File: src/rtl/uart_rx_fifo.sv
// UART receiver with oversampled bit timing, configurable parity and stop bits,
// feeding a show-ahead FIFO of {ferr, perr, data} entries with a sticky overrun flag.
module uart_rx_fifo #(
    parameter int unsigned DATA_BITS      = 8,
    parameter int unsigned BAUD_PERIOD    = 703,
    parameter int unsigned ONE_BAUD_PHASE = 4,
    parameter int unsigned FIFO_AW        = 4
) (
    input  logic                 clk,
    input  logic                 reset,
    input  logic                 rx_din,
    input  logic [2:0]           parity_mode,
    input  logic                 two_stop,
    input  logic                 rd_en,
    input  logic                 clr_ovr,
    output logic [DATA_BITS-1:0] rx_dout,
    output logic                 rx_perr,
    output logic                 rx_ferr,
    output logic                 rx_valid,
    output logic [FIFO_AW:0]     fifo_count,
    output logic                 overrun
);

    localparam int unsigned HALF    = ONE_BAUD_PHASE / 2;
    localparam int unsigned TICK_W  = (BAUD_PERIOD > 1) ? $clog2(BAUD_PERIOD) : 1;
    localparam int unsigned PHASE_W = (ONE_BAUD_PHASE > 1) ? $clog2(ONE_BAUD_PHASE) : 1;
    localparam int unsigned BIT_W   = $clog2(DATA_BITS + 1);
    localparam int unsigned DEPTH   = 2 ** FIFO_AW;
    localparam int unsigned ENTRY_W = DATA_BITS + 2;
    localparam int unsigned CNT_W   = FIFO_AW + 1;

    typedef enum logic [2:0] {
        IDLE   = 3'd0,
        START  = 3'd1,
        DATA   = 3'd2,
        PARITY = 3'd3,
        STOP1  = 3'd4,
        STOP2  = 3'd5
    } state_t;

    logic [1:0]           sync_q;
    logic                 sync;
    state_t               state_q, state_d;
    logic [TICK_W-1:0]    tick_q, tick_d;
    logic [PHASE_W-1:0]   phase_q, phase_d;
    logic [BIT_W-1:0]     bit_q, bit_d;
    logic [DATA_BITS-1:0] shift_q, shift_d;
    logic                 perr_q, perr_d;
    logic                 ferr_q, ferr_d;
    logic [2:0]           pmode_q, pmode_d;
    logic                 two_stop_q, two_stop_d;

    logic                 tick_wrap_c;
    logic                 sample_c;
    logic                 bit_end_c;
    logic                 par_en_c;
    logic                 par_ok_c;
    logic                 push_c;
    logic [ENTRY_W-1:0]   push_entry_c;

    logic [ENTRY_W-1:0]   mem [DEPTH];
    logic [FIFO_AW-1:0]   wr_ptr_q, rd_ptr_q;
    logic [CNT_W-1:0]     count_q;
    logic                 overrun_q;
    logic                 full_c, empty_c, do_push_c, do_pop_c;
    logic [ENTRY_W-1:0]   head_c;

    // Metastability guard on the asynchronous serial line
    always_ff @(posedge clk) begin
        if (reset) begin
            sync_q <= 2'b11;
        end else begin
            sync_q <= {sync_q[0], rx_din};
        end
    end

    assign sync = sync_q[1];

    assign tick_wrap_c = (tick_q == TICK_W'(BAUD_PERIOD - 1));
    assign sample_c    = tick_wrap_c && (phase_q == PHASE_W'(HALF - 1));
    assign bit_end_c   = tick_wrap_c && (phase_q == PHASE_W'(ONE_BAUD_PHASE - 1));
    assign par_en_c    = (pmode_q >= 3'd1) && (pmode_q <= 3'd4);

    always_comb begin
        par_ok_c = 1'b1;
        case (pmode_q)
            3'd1:    par_ok_c = ((^shift_q) ^ sync) == 1'b1;
            3'd2:    par_ok_c = ((^shift_q) ^ sync) == 1'b0;
            3'd3:    par_ok_c = (sync == 1'b1);
            3'd4:    par_ok_c = (sync == 1'b0);
            default: par_ok_c = 1'b1;
        endcase
    end

    always_ff @(posedge clk) begin
        if (reset) begin
            state_q    <= IDLE;
            tick_q     <= '0;
            phase_q    <= '0;
            bit_q      <= '0;
            shift_q    <= '0;
            perr_q     <= 1'b0;
            ferr_q     <= 1'b0;
            pmode_q    <= '0;
            two_stop_q <= 1'b0;
        end else begin
            state_q    <= state_d;
            tick_q     <= tick_d;
            phase_q    <= phase_d;
            bit_q      <= bit_d;
            shift_q    <= shift_d;
            perr_q     <= perr_d;
            ferr_q     <= ferr_d;
            pmode_q    <= pmode_d;
            two_stop_q <= two_stop_d;
        end
    end

    // Frame FSM: bit timing, sampling, and the push at the last stop-bit sample
    always_comb begin
        state_d      = state_q;
        tick_d       = tick_q;
        phase_d      = phase_q;
        bit_d        = bit_q;
        shift_d      = shift_q;
        perr_d       = perr_q;
        ferr_d       = ferr_q;
        pmode_d      = pmode_q;
        two_stop_d   = two_stop_q;
        push_c       = 1'b0;
        push_entry_c = '0;

        if (state_q != IDLE) begin
            if (tick_wrap_c) begin
                tick_d  = '0;
                phase_d = (phase_q == PHASE_W'(ONE_BAUD_PHASE - 1)) ? '0 : phase_q + PHASE_W'(1);
            end else begin
                tick_d = tick_q + TICK_W'(1);
            end
        end

        case (state_q)
            IDLE: begin
                tick_d     = '0;
                phase_d    = '0;
                bit_d      = '0;
                perr_d     = 1'b0;
                ferr_d     = 1'b0;
                pmode_d    = parity_mode;
                two_stop_d = two_stop;
                if (!sync) begin
                    state_d = START;
                end
            end
            START: begin
                if (sample_c && sync) begin
                    state_d = IDLE;
                end else if (bit_end_c) begin
                    state_d = DATA;
                end
            end
            DATA: begin
                if (sample_c) begin
                    shift_d = {sync, shift_q[DATA_BITS-1:1]};
                    bit_d   = bit_q + BIT_W'(1);
                end
                if (bit_end_c && (bit_q == BIT_W'(DATA_BITS))) begin
                    state_d = par_en_c ? PARITY : STOP1;
                end
            end
            PARITY: begin
                if (sample_c) begin
                    perr_d = !par_ok_c;
                end
                if (bit_end_c) begin
                    state_d = STOP1;
                end
            end
            STOP1: begin
                if (sample_c) begin
                    ferr_d = ferr_q | !sync;
                    if (!two_stop_q) begin
                        state_d = IDLE;
                        push_c  = 1'b1;
                    end
                end else if (bit_end_c) begin
                    state_d = STOP2;
                end
            end
            STOP2: begin
                if (sample_c) begin
                    ferr_d  = ferr_q | !sync;
                    state_d = IDLE;
                    push_c  = 1'b1;
                end
            end
            default: begin
                state_d = IDLE;
            end
        endcase

        push_entry_c = {ferr_d, perr_q, shift_q};
    end

    assign full_c    = (count_q == CNT_W'(DEPTH));
    assign empty_c   = (count_q == '0);
    assign do_pop_c  = rd_en && !empty_c;
    assign do_push_c = push_c && (!full_c || do_pop_c);

    // Storage is not reset; only pointers and count define validity
    always_ff @(posedge clk) begin
        if (do_push_c) begin
            mem[wr_ptr_q] <= push_entry_c;
        end
    end

    always_ff @(posedge clk) begin
        if (reset) begin
            wr_ptr_q  <= '0;
            rd_ptr_q  <= '0;
            count_q   <= '0;
            overrun_q <= 1'b0;
        end else begin
            if (do_push_c) begin
                wr_ptr_q <= wr_ptr_q + FIFO_AW'(1);
            end
            if (do_pop_c) begin
                rd_ptr_q <= rd_ptr_q + FIFO_AW'(1);
            end
            case ({do_push_c, do_pop_c})
                2'b10:   count_q <= count_q + CNT_W'(1);
                2'b01:   count_q <= count_q - CNT_W'(1);
                default: count_q <= count_q;
            endcase
            if (push_c && full_c && !do_pop_c) begin
                overrun_q <= 1'b1;
            end else if (clr_ovr) begin
                overrun_q <= 1'b0;
            end
        end
    end

    assign head_c     = empty_c ? '0 : mem[rd_ptr_q];
    assign rx_dout    = head_c[DATA_BITS-1:0];
    assign rx_perr    = head_c[DATA_BITS];
    assign rx_ferr    = head_c[DATA_BITS+1];
    assign rx_valid   = !empty_c;
    assign fifo_count = count_q;
    assign overrun    = overrun_q;

endmodule

File: config.mk
export PLATFORM = sky130hd
export DESIGN_NAME = uart_rx_fifo
export DESIGN_NICKNAME = d
export VERILOG_FILES = /design/src/rtl/uart_rx_fifo.sv
export SDC_FILE = /design/constraint.sdc
export NUM_CORES = 1
export LEC_CHECK = 0
export ABC_AREA = 0
export BUFFER_PORTS_ARGS = -buffer_cell sky130_fd_sc_hd__clkbuf_2
export CORE_MARGIN = 8
export CORE_UTILIZATION = 56
export DETAILED_ROUTE_END_ITERATION = 8
export HOLD_SLACK_MARGIN = 0.08
export PLACE_DENSITY = 0.88
export SLEW_MARGIN = 10
export SYNTH_ARGS = -nofsm -noshare
export SYNTH_HDL_FRONTEND = slang
export SYNTH_SLANG_ARGS = --single-unit
export TNS_END_PERCENT = 5
File: constraint.sdc
create_clock -name clk -period 2.8 [get_ports clk]
set_input_delay 0.7 -clock clk [delete_from_list [all_inputs] [get_ports clk]]
set_output_delay 0.7 -clock clk [all_outputs]
set_load 0.02 [all_outputs]
# Word level (Yosys, flattened, before mapping)
# Memory sizes are Yosys's and may differ from the RTL's. A register that Yosys moved wholly into a read port is not among the register bits.
# Index checks and enable logic that the tools add are counted.
word_totals:
  reg_bits: 49
  n_memories: 1
  input_bits: 9
  ramBits: 160
classes:
  n_bitwise: 4
  n_reduce_logical: 30
  add_sub_neg: 7
  eq_ne: 25
  mux: 32
  n_lt_le_gt_ge: 2
mem_list:
  columns: ["name", "depth", "word_bits", "read_ports", "rd_clocked_by_memory_dff", "wr", "line_no", "text"]
  rows:
  - ["mem", 16, 10, 1, 1, 1, "61", "logic [ENTRY_W-1:0] mem [DEPTH];"]
op_table:
  columns: ["operator", "n"]
  rows:
  - ["two-way mux 3 bit", 10]
  - ["two-way mux 10 bit", 2]
  - ["one-hot mux 3 bit (6 select lines)", 1]
  - ["adder 4 x 1 -> 4 bit, second input constant", 3]
  - ["== test 3 x 2 -> 1 bit, second input constant", 4]
  - ["two-way mux 4 bit", 3]
  - ["!= test 2 bit, second input constant", 6]
  - ["adder 10 x 1 -> 10 bit, second input constant", 1]
  - ["== test 10 bit, second input constant", 1]
  - ["one-hot mux 5 bit (2 select lines)", 1]
  - ["== test 3 bit, second input constant", 3]
  - ["logical AND 1 bit", 9]
  - ["two-way mux 1 bit", 9]
  - ["!= test 3 bit, second input constant", 3]
  - ["one-hot mux 4 bit (2 select lines)", 1]
  - ["AND reduction 2 bit", 4]
  - ["nonzero test 2 bit", 4]
  - ["parity 8 bit", 1]
  - ["AND reduction 7 bit", 1]
  - ["== test 3 x 1 -> 1 bit, second input constant", 2]
  - ["one-hot mux 1 bit (2 select lines)", 3]
  - ["adder 5 x 1 -> 5 bit, second input constant", 1]
  - ["== test 5 bit, second input constant", 1]
  - ["zero test 1 bit", 5]
  - ["17 further kinds", 21]

# Logic depth before layout (Yosys ltp)
# Gate-level depths: netlist (run 1).
depth:
  word_depth: 7
  depth_mapped: 13
  ltp_nobuf: 12

# Least setup slack after synthesis (run 1)
# No wires, ideal clock.
synth_timing:
  path_kind: "register -> register"
  start: "register tick_q[0]"
  end: "register count_q[4], in the netlist fifo_count[4]"
  path_stages_with_launch: 12
  t_arrival_ps: 2781
  setup_slack_ps: -102
  synth_period_minus_slack_ps: 2902
  path_cell_list: "dfxtp_1 inv_1 ha_1 and3b_1 and3_1 buf_6 a21oi_2 ha_1 a21o_1 a21oi_1 mux2i_4 mux2_4"
synth_via:
  elab_chain_len: 7
synth_lines:
  columns: ["element", "line_no", "text"]
  rows:
  - ["start, declared", "44", "logic [TICK_W-1:0] tick_q, tick_d;"]
  - ["start signal, assigned", "108", "tick_q <= tick_d;"]
  - ["== test 10 bit (*)", "79", "assign tick_wrap_c = (tick_q == TICK_W'(BAUD_PERIOD - 1));"]
  - ["logical AND 1 bit (*)", "80", "assign sample_c = tick_wrap_c && (phase_q == PHASE_W'(HALF - 1));"]
  - ["two-way mux 1 bit, on equally long branches", "191, 180", null]
  - ["one-hot mux 1 bit (2 select lines) (*)", "142", "case (state_q)"]
  - ["logical AND 1 bit (*)", "208", "assign do_push_c = push_c && (!full_c || do_pop_c);"]
  - ["== test 2 x 1 -> 1 bit / == test 2 bit (equally long branches)", "230", "case ({do_push_c, do_pop_c})"]
  - ["one-hot mux 5 bit (2 select lines) / nonzero test 2 bit (equally long branches)", null, null]
  - ["end signal, assigned", "231", "2'b10: count_q <= count_q + CNT_W'(1);"]
  - ["end signal, assigned", "232", "2'b01: count_q <= count_q - CNT_W'(1);"]
  - ["end signal, assigned", "233", "default: count_q <= count_q;"]
  - ["end, declared", "63", "logic [CNT_W-1:0] count_q;"]
# Every way passes the cells marked *; elsewhere a longest branch is shown, timed or not.
# A chain may end at the register's enable or synchronous reset.

==> results of run 1 <==
==> through the flow <==
stage | std cells | instance area [um^2] | utilization
global route | 848 | 10400 | 0.661
global placement | 806 | 9550 | 0.608
detailed placement | 806 | 9550 | 0.608
CTS | 846 | 10300 | 0.652
finish | 848 | 10400 | 0.661
floorplan | 553 | 8880 | -
==> repair_timing <==
action / CTS / global route
setup buffers: 0 / 0
pin swaps: 0 / 0
resized for setup: 2 / 34
hold endpoints to repair: 0 / 0
gates cloned: 1 / 2
endpoints found under the setup margin: 10 / 12
==> placed cells by master, fill, tap and decap left out, types with 8 or more instances in the layout <==
cell type	n
xnor2_1	9
buf_4	30
nor3_1	10
clkbuf_16	24
and3_1	15
inv_1	16
mux4_2	50
edfxtp_1	160
ha_1	14
a21oi_1	15
buf_12	8
mux2i_1	10
clkbuf_2	16
nand2_1	18
nand3_1	16
nor2_1	37
xor2_1	12
dfxtp_1	51
==> cell families (layout without fill, tap and decap cells) <==
family | Yosys count | count (layout)
simple gates | 144 | 144
mux | 63 | 63
buf+inv | 43 | 122
flops | 213 | 213
xor+xnor | 22 | 22
compound gates | 53 | 53
fa+ha+maj | 15 | 15
==> report_power, final <==
group / internal [uW] / switching [uW]
Combinational: 146 / 282
Clock: 1540 / 1200
Sequential: 3390 / 41.7
==> cell type report <==
type	count	area (um^2)
sequential	213	5870
fill	1028	5330
multi-input combinational	297	2880
timing repair buffer	66	632
clock buffer	26	566
tap	216	270
clock inverter	13	103
inverter	17	63.8
==> worst paths after layout <==
check                           slack, ps     startpoint  cells after the start             to
worst max-delay path                 -420      flip-flop                      5     rx_dout[3]
worst min register to register        440      sync_q[0]                      1      sync_q[1]
worst max register to register        100  fifo_count[0]                     10  fifo_count[4]
worst min-delay path                  380         rx_din                      2      sync_q[0]
==> worst reg2reg max path, cell delays in order, from the launching register on <==
cell	delay, ps
dfxtp_1	340
or4_4	590
o21ai_4	180
a21oi_4	60
inv_1	130
fa_2	240
inv_1	60
a21o_1	180
a21oi_2	220
mux2i_4	260
mux2_4	310
==> routing by layer <==
metal  vias to the layer above  GRT usage  part of all wire
met5                         -          0                 0
met4                         0      0.112             0.052
met3                        66     0.0313             0.064
met2                       281      0.373              0.52
met1                      2668      0.259              0.36
li1                       2282          -                 -
==> sequential cells by signal, summed over array words and instances (netlist names), named ones only <==
name,count
mem,160
tick_q,10
shift_q,8
fifo_count,5
bit_q,4
rd_ptr_q,4
wr_ptr_q,4
pmode_q,3
state_q,3
phase_q,2
sync_q,2
ferr_q,1
overrun,1
perr_q,1
two_stop_q,1
==> cell usage after synthesis, drive strengths merged, types with 2 or more instances <==
library cell | n | area [um^2]
a211oi | 2 | 20.0
a21o | 3 | 22.5
a21oi | 17 | 88.8
and2 | 14 | 87.6
and3 | 16 | 105
and3b | 2 | 17.5
and4 | 3 | 26.3
buf | 10 | 55.1
clkbuf | 16 | 60.1
dfxtp | 53 | 1060
edfxtp | 160 | 4800
ha | 14 | 175
inv | 16 | 60.1
mux2 | 2 | 26.3
mux2i | 11 | 123
mux4 | 50 | 1130
nand2 | 18 | 67.6
nand2b | 2 | 12.5
nand3 | 16 | 80.1
nand4 | 5 | 31.3
nor2 | 37 | 139
nor2b | 5 | 31.3
nor3 | 11 | 60.1
nor3b | 2 | 15.0
nor4 | 2 | 12.5
o2111ai | 2 | 17.5
o211a | 2 | 20.0
o21a | 4 | 30.0
o21ai | 10 | 61.3
o311a | 2 | 20.0
o32ai | 3 | 26.3
o41ai | 2 | 17.5
or2 | 3 | 18.8
or3 | 4 | 25.0
xnor2 | 9 | 78.8
xor2 | 12 | 105
==> metrics.yaml, run 1 <==
worst_setup_path:
  cpPeakStageDelay_ps: 550
  crit_type: "flip-flop to output pin"
  crit_family: "multiplexers"
  cp.arrival_ps: 2520
  cpMaxStageDelayCell: "mux4_2"
  critical_path.endpoint_type: "output pin"
  crit_fanout: 6
  path_cells: "buf_12, mux4_2, mux4_2, and2_4, buf_6"
  critPathLaunchType: "flip-flop"
  crit_top_cell: "mux4_2"
  cp.required_ps: 2100
  critPathBufInv: 2
layout:
  drive_above_1_share: 0.274
  diodes: 0
  final_nets: 641
  syn2layout_area_growth_pct: 17.1
global_routing:
  grt_antenna_before_repair: 0
  grt_usage: 0.216
  grt_pass1_vias: 5447
  overflow: 0
  grt_max_degree: 41
  grt_pass1_wl_um: 32300
power:
  total_power_uw: 6600
  power_density_mw_per_mm2: 635
  p_leak_uw: 0.00371
  ir_drop_mv: 0.628
timing:
  rsz0062_at_grt: "true"
  holdWs_ps: 378
  tightest_slew_ps: 832
  finalSetupViolCount: 10
  report.final.slew_viol_count: 0
  layout_setup_ws_ps: -421
  slew_headroom: 0.443
  final.min_clock_period_ps: 3220
  finClkSkew_ps: 18.3
  finalHoldViolations: 0
  clock.fmax_mhz: 310
  final.setup.tns_ps: -3960
  period_share: 1.15
logic_synthesis:
  synth_compound_gate_area_share: 0.0426
  syn-num-nets: 577
  synth_cells: 553
  synth_area_per_cell_um2: 16.0
  synth-xor-area-share: 0.0233
  ys_seq_area_frac: 0.661
  synthArstFlopShare: 0
  synth_top_family_by_area: "multiplexers"
  synthAdderAreaFrac: 0.0220
  yosys.area_share.simple: 0.0870
  ys_seq_elements: 213
  yosysWarningCount: 0
  synth_edf_count: 160
  muxShareOfSynthArea: 0.144
  netlist_area_mm2: 0.00887
  synthFlopType: "edfxtp_1"
  yosysUniqueCellTypes: 59
drt:
  ant_nets: 0
  wire_per_inst_um: 26.4
  first_iter_violations: 577
  vias_per_cell: 6.25
  routed_wl_um: 22400
  drc: 0
  first_pass_iters: 5
  routed-via-count: 5297
worst_hold_path:
  hp-class: "primary input to flip-flop"
floorplanning:
  rows: 46
  fp.dieW_um: 142
  die-area_mm2: 0.0201
  die_h_um: 142
  core-area_mm2: 0.0157
  initial_core_util: 0.565
  pin_count: 26
run:
  drv_cap: 0
clocking:
  cts.sinks: 213
  worstSkewPairLatency_ps: 510
  cts_tree: "yes"
  path_clk_slew_ps: 60
  cts_max_level: 1
  cts_buffers: 22
  root_buffer: "clkbuf_16"
  cts_max_path_buffers: 3
  ctsHoldBuffers: 0
status:
  status: "finished with violations"
  violations: "negative setup slack"
placed_design:
  gp_congestion: 0.842
  hpwl_um: 12800
  io_buffer_count: 25
  place_ws_ps: 18.1
Note: power is estimated with default switching activity, not from simulation.
==> inputs of run 2 (changes only) <==
--- a/config.mk
+++ b/config.mk
@@ -12,6 +12,7 @@
 export DETAILED_ROUTE_END_ITERATION = 8
 export HOLD_SLACK_MARGIN = 0.08
 export PLACE_DENSITY = 0.88
+export SKIP_CTS_REPAIR_TIMING = 1
 export SLEW_MARGIN = 10
 export SYNTH_ARGS = -nofsm -noshare
 export SYNTH_HDL_FRONTEND = slang
==> run 2 against run 1 <==
Effect of this change:
- the flow still finishes with violations (negative setup slack)
- sequential power hardly changed
- clock skew is 2.7 ps higher
- maximum frequency about the same
- first-iteration DRC count grew 4.7%
- register-to-register slack about the same
- worst setup slack lost 1.7 ps
- core utilization stayed put
- largest cell class unchanged
==> metrics.yaml, run 2 (synthesized netlist as in run 1, its figures left out) <==
status:
  status: "finished with violations"
  violations: "negative setup slack"
floorplanning:
  rows: 46  # unchanged
  fp.dieW_um: 142  # unchanged
  initial_core_util: 0.565  # unchanged
  die-area_mm2: 0.0201  # unchanged
  pin_count: 26  # unchanged
  core-area_mm2: 0.0157  # unchanged
  die_h_um: 142  # unchanged
clocking:
  cts_max_level: 1  # unchanged
  cts_tree: "yes"
  cts_buffers: 22  # unchanged
  root_buffer: "clkbuf_16"
  worstSkewPairLatency_ps: 510  # about the same
  cts.sinks: 213  # unchanged
  cts_max_path_buffers: 3  # unchanged
  path_clk_slew_ps: 60  # about the same
global_routing:
  grt_max_degree: 41  # unchanged
  overflow: 0  # unchanged
  grt_pass1_wl_um: 31100  # -3.8%
  grt_antenna_before_repair: 0  # unchanged
  grt_usage: 0.205  # -0.0108
  grt_pass1_vias: 5347  # -1.8%
power:
  p_int_uw: 5070  # about the same
  total_power_uw: 6570  # -0.38%
  p_sw_uw: 1500  # -1.6%
  p_leak_uw: 0.00372  # about the same
  combPwrFrac: 0.065  # about the same
  seq_power_share: 0.522  # +0.002
  power_density_mw_per_mm2: 633  # -0.38%
  ir_drop_mv: 0.625  # -0.34%
  switching_share: 0.228  # -0.00278
  pwr-share-clk: 0.414  # -0.002
drt:
  routed-via-count: 5270  # -0.51%
  vias_per_cell: 6.21  # -0.63%
  wire_per_inst_um: 24.7  # -6.3%
  routed_wl_um: 21000  # -6.1%
  drc: 0  # unchanged
  ant_nets: 0  # unchanged
  first_iter_violations: 604  # +4.7%
  first_pass_iters: 5  # unchanged
layout:
  top_register: "mem"
  final_nets: 642  # +0.16%
  nFillCells: 1018  # -0.97%
  drive_above_1_share: 0.273  # -0.000432
  diodes: 0  # unchanged
  final_cell_mix: "160 x edfxtp_1, 51 x dfxtp_1, 50 x mux4_2"
  multi_input_area_mm2: 0.00288  # about the same
  top_regs: "mem: 160 flops, tick_q: 10 flops, shift_q: 8 flops"
  syn2layout_area_growth_pct: 17.1  # unchanged
  regArea_mm2: 0.00587  # unchanged
  final_common_cell: "edfxtp_1"
  largest_reg_flops: 160  # unchanged
  final_cells: 849  # +0.12%
run:
  drv_cap: 0  # unchanged
placed_design:
  hpwl_um: 12800  # unchanged
  dp_cells: 806  # unchanged
  gp_congestion: 0.842  # unchanged
  io_buffer_count: 25  # unchanged
worst_setup_path:
  cp.required_ps: 2100  # about the same
  critPathLaunchType: "flip-flop"
  r2r_cells: 10  # unchanged
  cp.arrival_ps: 2520  # about the same
  r2r_slack_ps: 110  # about the same
  endpoint: "rx_dout[3]"
  critical_path.endpoint_type: "output pin"
  timing.rr.end: "fifo_count[4]"
  crit_type: "flip-flop to output pin"
  crit_fanout: 6  # unchanged
  critical_path.reg2reg.startpoint: "fifo_count[0]"
timing:
  period_share: 1.15  # about the same
  finalSetupViolCount: 10  # unchanged
  clock.fmax_mhz: 310  # about the same
  finalHoldViolations: 0  # unchanged
  tightest_slew_ps: 847  # +15.2 ps
  rsz0062_at_grt: "true"
  finClkSkew_ps: 21.0  # +2.73 ps
  slew_headroom: 0.433  # -0.0101
  layout_setup_ws_ps: -423  # -1.74 ps
  final.min_clock_period_ps: 3220  # +1.74 ps
  holdWs_ps: 381  # +2.82 ps
  report.final.slew_viol_count: 0  # unchanged
worst_hold_path:
  hp-class: "primary input to flip-flop"
==> run 2: metal layers <==
layer / routed length, um / track usage / vias up
li1: - / - / 2287
met1: 7860 / 0.252 / 2639
met2: 10900 / 0.359 / 283
met3: 1530 / 0.0366 / 61
met4: 698 / 0.0707 / 0
met5: 0 / 0 / -
==> run 2: per-stage QoR <==
stage	utilization	instance area [um^2]	TNS (ps)	setup slack (ps)
floorplan	-	8880	0	26.3
global placement	0.608	9550	0	116
detailed placement	0.608	9550	0	18.1
CTS	0.651	10200	-4360	-491
global route	0.661	10400	-4230	-450
finish	0.661	10400	-3840	-423
==> run 2: worst max-delay path, cell delays in order, from the launching register on <==
cell,delay (ps)
dfxtp_4,450
clkbuf_16,200
mux4_2,530
mux4_2,520
and2_4,190
buf_6,120
==> run 2: worst min path at each step <==
stage	slack [ps]	endpoint	cells after the start	start
final	380	sync_q[0]	2	rx_din
after global routing	390	sync_q[0]	2	rx_din
after CTS	370	sync_q[0]	2	rx_din
after detailed placement	420	sync_q[1]	1	sync_q[0]
after global placement	400	sync_q[1]	1	sync_q[0]
after floorplan	390	sync_q[1]	1	sync_q[0]
==> run 2: cell type report <==
class	instances	area share
clock buffer	26	0.0545
tap	216	0.0260
sequential	213	0.565
timing repair buffer	67	0.0611
multi-input combinational	297	0.277
inverter	17	0.00615
clock inverter	13	0.00988
==> run 2: power groups by stage <==
stage | combinational [uW] | sequential (uW) | clock [uW]
4_1_cts | 416 | 3430 | 2750
2_1_floorplan | 322 | 3480 | 0
3_5_place_dp | 410 | 3490 | 0
3_3_place_gp | 397 | 3490 | 0
6_report | 426 | 3430 | 2720
5_1_grt | 459 | 3430 | 2880
==> inputs of run 3 (changes only) <==
--- a/config.mk
+++ b/config.mk
@@ -8,10 +8,11 @@
 export ABC_AREA = 0
 export BUFFER_PORTS_ARGS = -buffer_cell sky130_fd_sc_hd__clkbuf_2
 export CORE_MARGIN = 8
-export CORE_UTILIZATION = 56
+export CORE_UTILIZATION = 58
+export CTS_BUF_LIST = sky130_fd_sc_hd__clkbuf_4
 export DETAILED_ROUTE_END_ITERATION = 8
 export HOLD_SLACK_MARGIN = 0.08
-export PLACE_DENSITY = 0.88
+export PLACE_DENSITY = 0.87
 export SKIP_CTS_REPAIR_TIMING = 1
 export SLEW_MARGIN = 10
 export SYNTH_ARGS = -nofsm -noshare
==> constraint.sdc (replaced) <==
create_clock -name clk -period 3.1 [get_ports clk]
set_input_delay 0.775 -clock clk [delete_from_list [all_inputs] [get_ports clk]]
set_output_delay 0.775 -clock clk [all_outputs]
set_load 0.02 [all_outputs]
==> run 3 against run 2 <==
Effect of this change:
- the flow still finishes with violations (negative setup slack)
- sequential share of layout area is 2.4 points higher
- hold slack worse by 53 ps
- worst setup slack better by 130 ps
- core utilization is 0.12 points lower
- via count is 2.5% lower
- final cell count is 1.2% lower
- sequential power is 9.0% lower
- clock power is 26% lower
- total power is 17% lower
- critical path type unchanged
- largest cell class unchanged
==> metrics.yaml, run 3 (synthesized netlist as in run 1, its figures left out) <==
global_routing:
  grt_max_degree: 41  # unchanged
  overflow: 0  # unchanged
  grt_pass1_vias: 5399  # +0.97%
  grt_usage: 0.191  # -0.0137
  grt_antenna_before_repair: 0  # unchanged
  grt_pass1_wl_um: 28800  # -7.3%
power:
  power_density_mw_per_mm2: 548  # -13%
  p_leak_uw: 0.00356  # -4.1%
  total_power_uw: 5460  # -17%
  ir_drop_mv: 0.357  # -43%
layout:
  final_common_cell: "edfxtp_1"
  top_regs: "mem: 160 flops, tick_q: 10 flops, shift_q: 8 flops"
  final_nets: 651  # +1.4%
  syn2layout_area_growth_pct: 12.2
  nFillCells: 989  # -2.8%
  largest_reg_flops: 160  # unchanged
  drive_above_1_share: 0.292  # +0.0186
  top_register: "mem"
  final_cell_mix: "160 x edfxtp_1, 67 x clkbuf_4, 52 x dfxtp_1"
  regArea_mm2: 0.00587  # about the same
  final_cells: 839  # -1.2%
  multi_input_area_mm2: 0.00285  # -0.96%
  stdcell_area_mm2: 0.00995  # -4.1%
  diodes: 0  # unchanged
floorplanning:
  rows: 45  # -2.2%
  initial_core_util: 0.588  # +0.0233
  core-area_mm2: 0.0151  # -4.0%
  die_h_um: 140  # -1.5%
  fp.dieW_um: 140  # -1.5%
  pin_count: 26  # unchanged
  die-area_mm2: 0.0195  # -3.1%
timing:
  finalSetupViolCount: 10  # unchanged
  rsz0062_at_grt: "true"
  report.final.slew_viol_count: 0  # unchanged
  final.setup.tns_ps: -2640  # +1200 ps
  clock.fmax_mhz: 294
  final.min_clock_period_ps: 3400
  slew_headroom: 0.499  # +0.0658
  finClkSkew_ps: 32.4  # +11.4 ps
  tightest_slew_ps: 751  # -96.9 ps
  layout_setup_ws_ps: -296  # +127 ps
  period_share: 1.10
  finalHoldViolations: 0  # unchanged
clocking:
  root_buffer: "clkbuf_4"
  cts_buffers: 51  # +130%
  cts_tree: "yes"
  cts.sinks: 213  # unchanged
  cts_max_level: 2  # +1
  path_clk_slew_ps: 60  # about the same
  cts_max_path_buffers: 3  # unchanged
  worstSkewPairLatency_ps: 660  # +150 ps
drt:
  first_pass_iters: 5  # unchanged
  vias_per_cell: 6.12  # -1.4%
  routed_wl_um: 18400  # -12%
  drc: 0  # unchanged
  routed-via-count: 5136  # -2.5%
  first_iter_violations: 478  # -21%
  ant_nets: 0  # unchanged
  wire_per_inst_um: 22.0  # -11%
placed_design:
  gp_congestion: 0.866  # +2.8%
  io_buffer_count: 25  # unchanged
  hpwl_um: 11700  # -8.7%
  dp_cells: 760  # -5.7%
  place_ws_ps: 233  # +215 ps
  place_area_mm2: 0.00931  # -2.5%
worst_hold_path:
  hp-class: "primary input to flip-flop"
worst_setup_path:
  crit_top_cell: "mux4_2"
  cp.arrival_ps: 2620  # +100 ps
  critPathBufInv: 2  # unchanged
  critical_path.endpoint_type: "output pin"
  crit_type: "flip-flop to output pin"
  cpMaxStageDelayCell: "mux4_2"
  crit_fanout: 15  # +9
  cp.required_ps: 2320  # +220 ps
  crit_family: "multiplexers"
  path_cells: "buf_12, mux4_2, mux4_2, and2_1, buf_2"
  critPathLaunchType: "flip-flop"
  cpPeakStageDelay_ps: 560  # +30 ps
status:
  violations: "negative setup slack"
  status: "finished with violations"
run:
  drv_cap: 0  # unchanged
==> run 3: power breakdown <==
part | internal [uW] | total [uW] | leakage [uW] | switching [uW]
registers | 3060 | 3120 | 0.00195 | 64.8
clock network | 989 | 2000 | 0.000326 | 1010
logic | 118 | 333 | 0.00129 | 215
total | 4160 | 5460 | 0.00356 | 1290
==> run 3: path summary, 6_finish.rpt <==
kind | start | cells after the start | endpoint | slack, ps
hold / removal | rx_din | 2 | sync_q[0] | 330
setup / recovery | flip-flop | 5 | rx_dout[0] | -300
setup reg to reg | fifo_count[1] | 10 | fifo_count[4] | 220
hold reg to reg | sync_q[0] | 1 | sync_q[1] | 430
==> run 3: final cells by class <==
| class | instances | area share |
|---|---|---|
| flip-flops and latches | 213 | 0.590 |
| multi-input cells | 297 | 0.286 |
| clock buffers | 67 | 0.0505 |
| repair buffers | 47 | 0.0388 |
| well taps | 188 | 0.0236 |
| inverters | 17 | 0.00641 |
| clock inverters | 10 | 0.00465 |
==> run 3: per-layer routing <==
metal,global-route usage,share of wire,wire (um),vias to the layer above
met5,0,0,0,-
met4,0.0777,0.024,445,0
met3,0.0527,0.087,1610,39
met2,0.315,0.50,9170,230
met1,0.236,0.39,7230,2560
li1,-,-,-,2307
==> run 3: metrics by stage <==
step | hold slack [ps] | utilization
after detailed placement | 423 | 0.617
after global placement | 394 | 0.617
after global routing | 273 | 0.660
after CTS | 293 | 0.654
final | 328 | 0.660
after floorplan | 389 | -
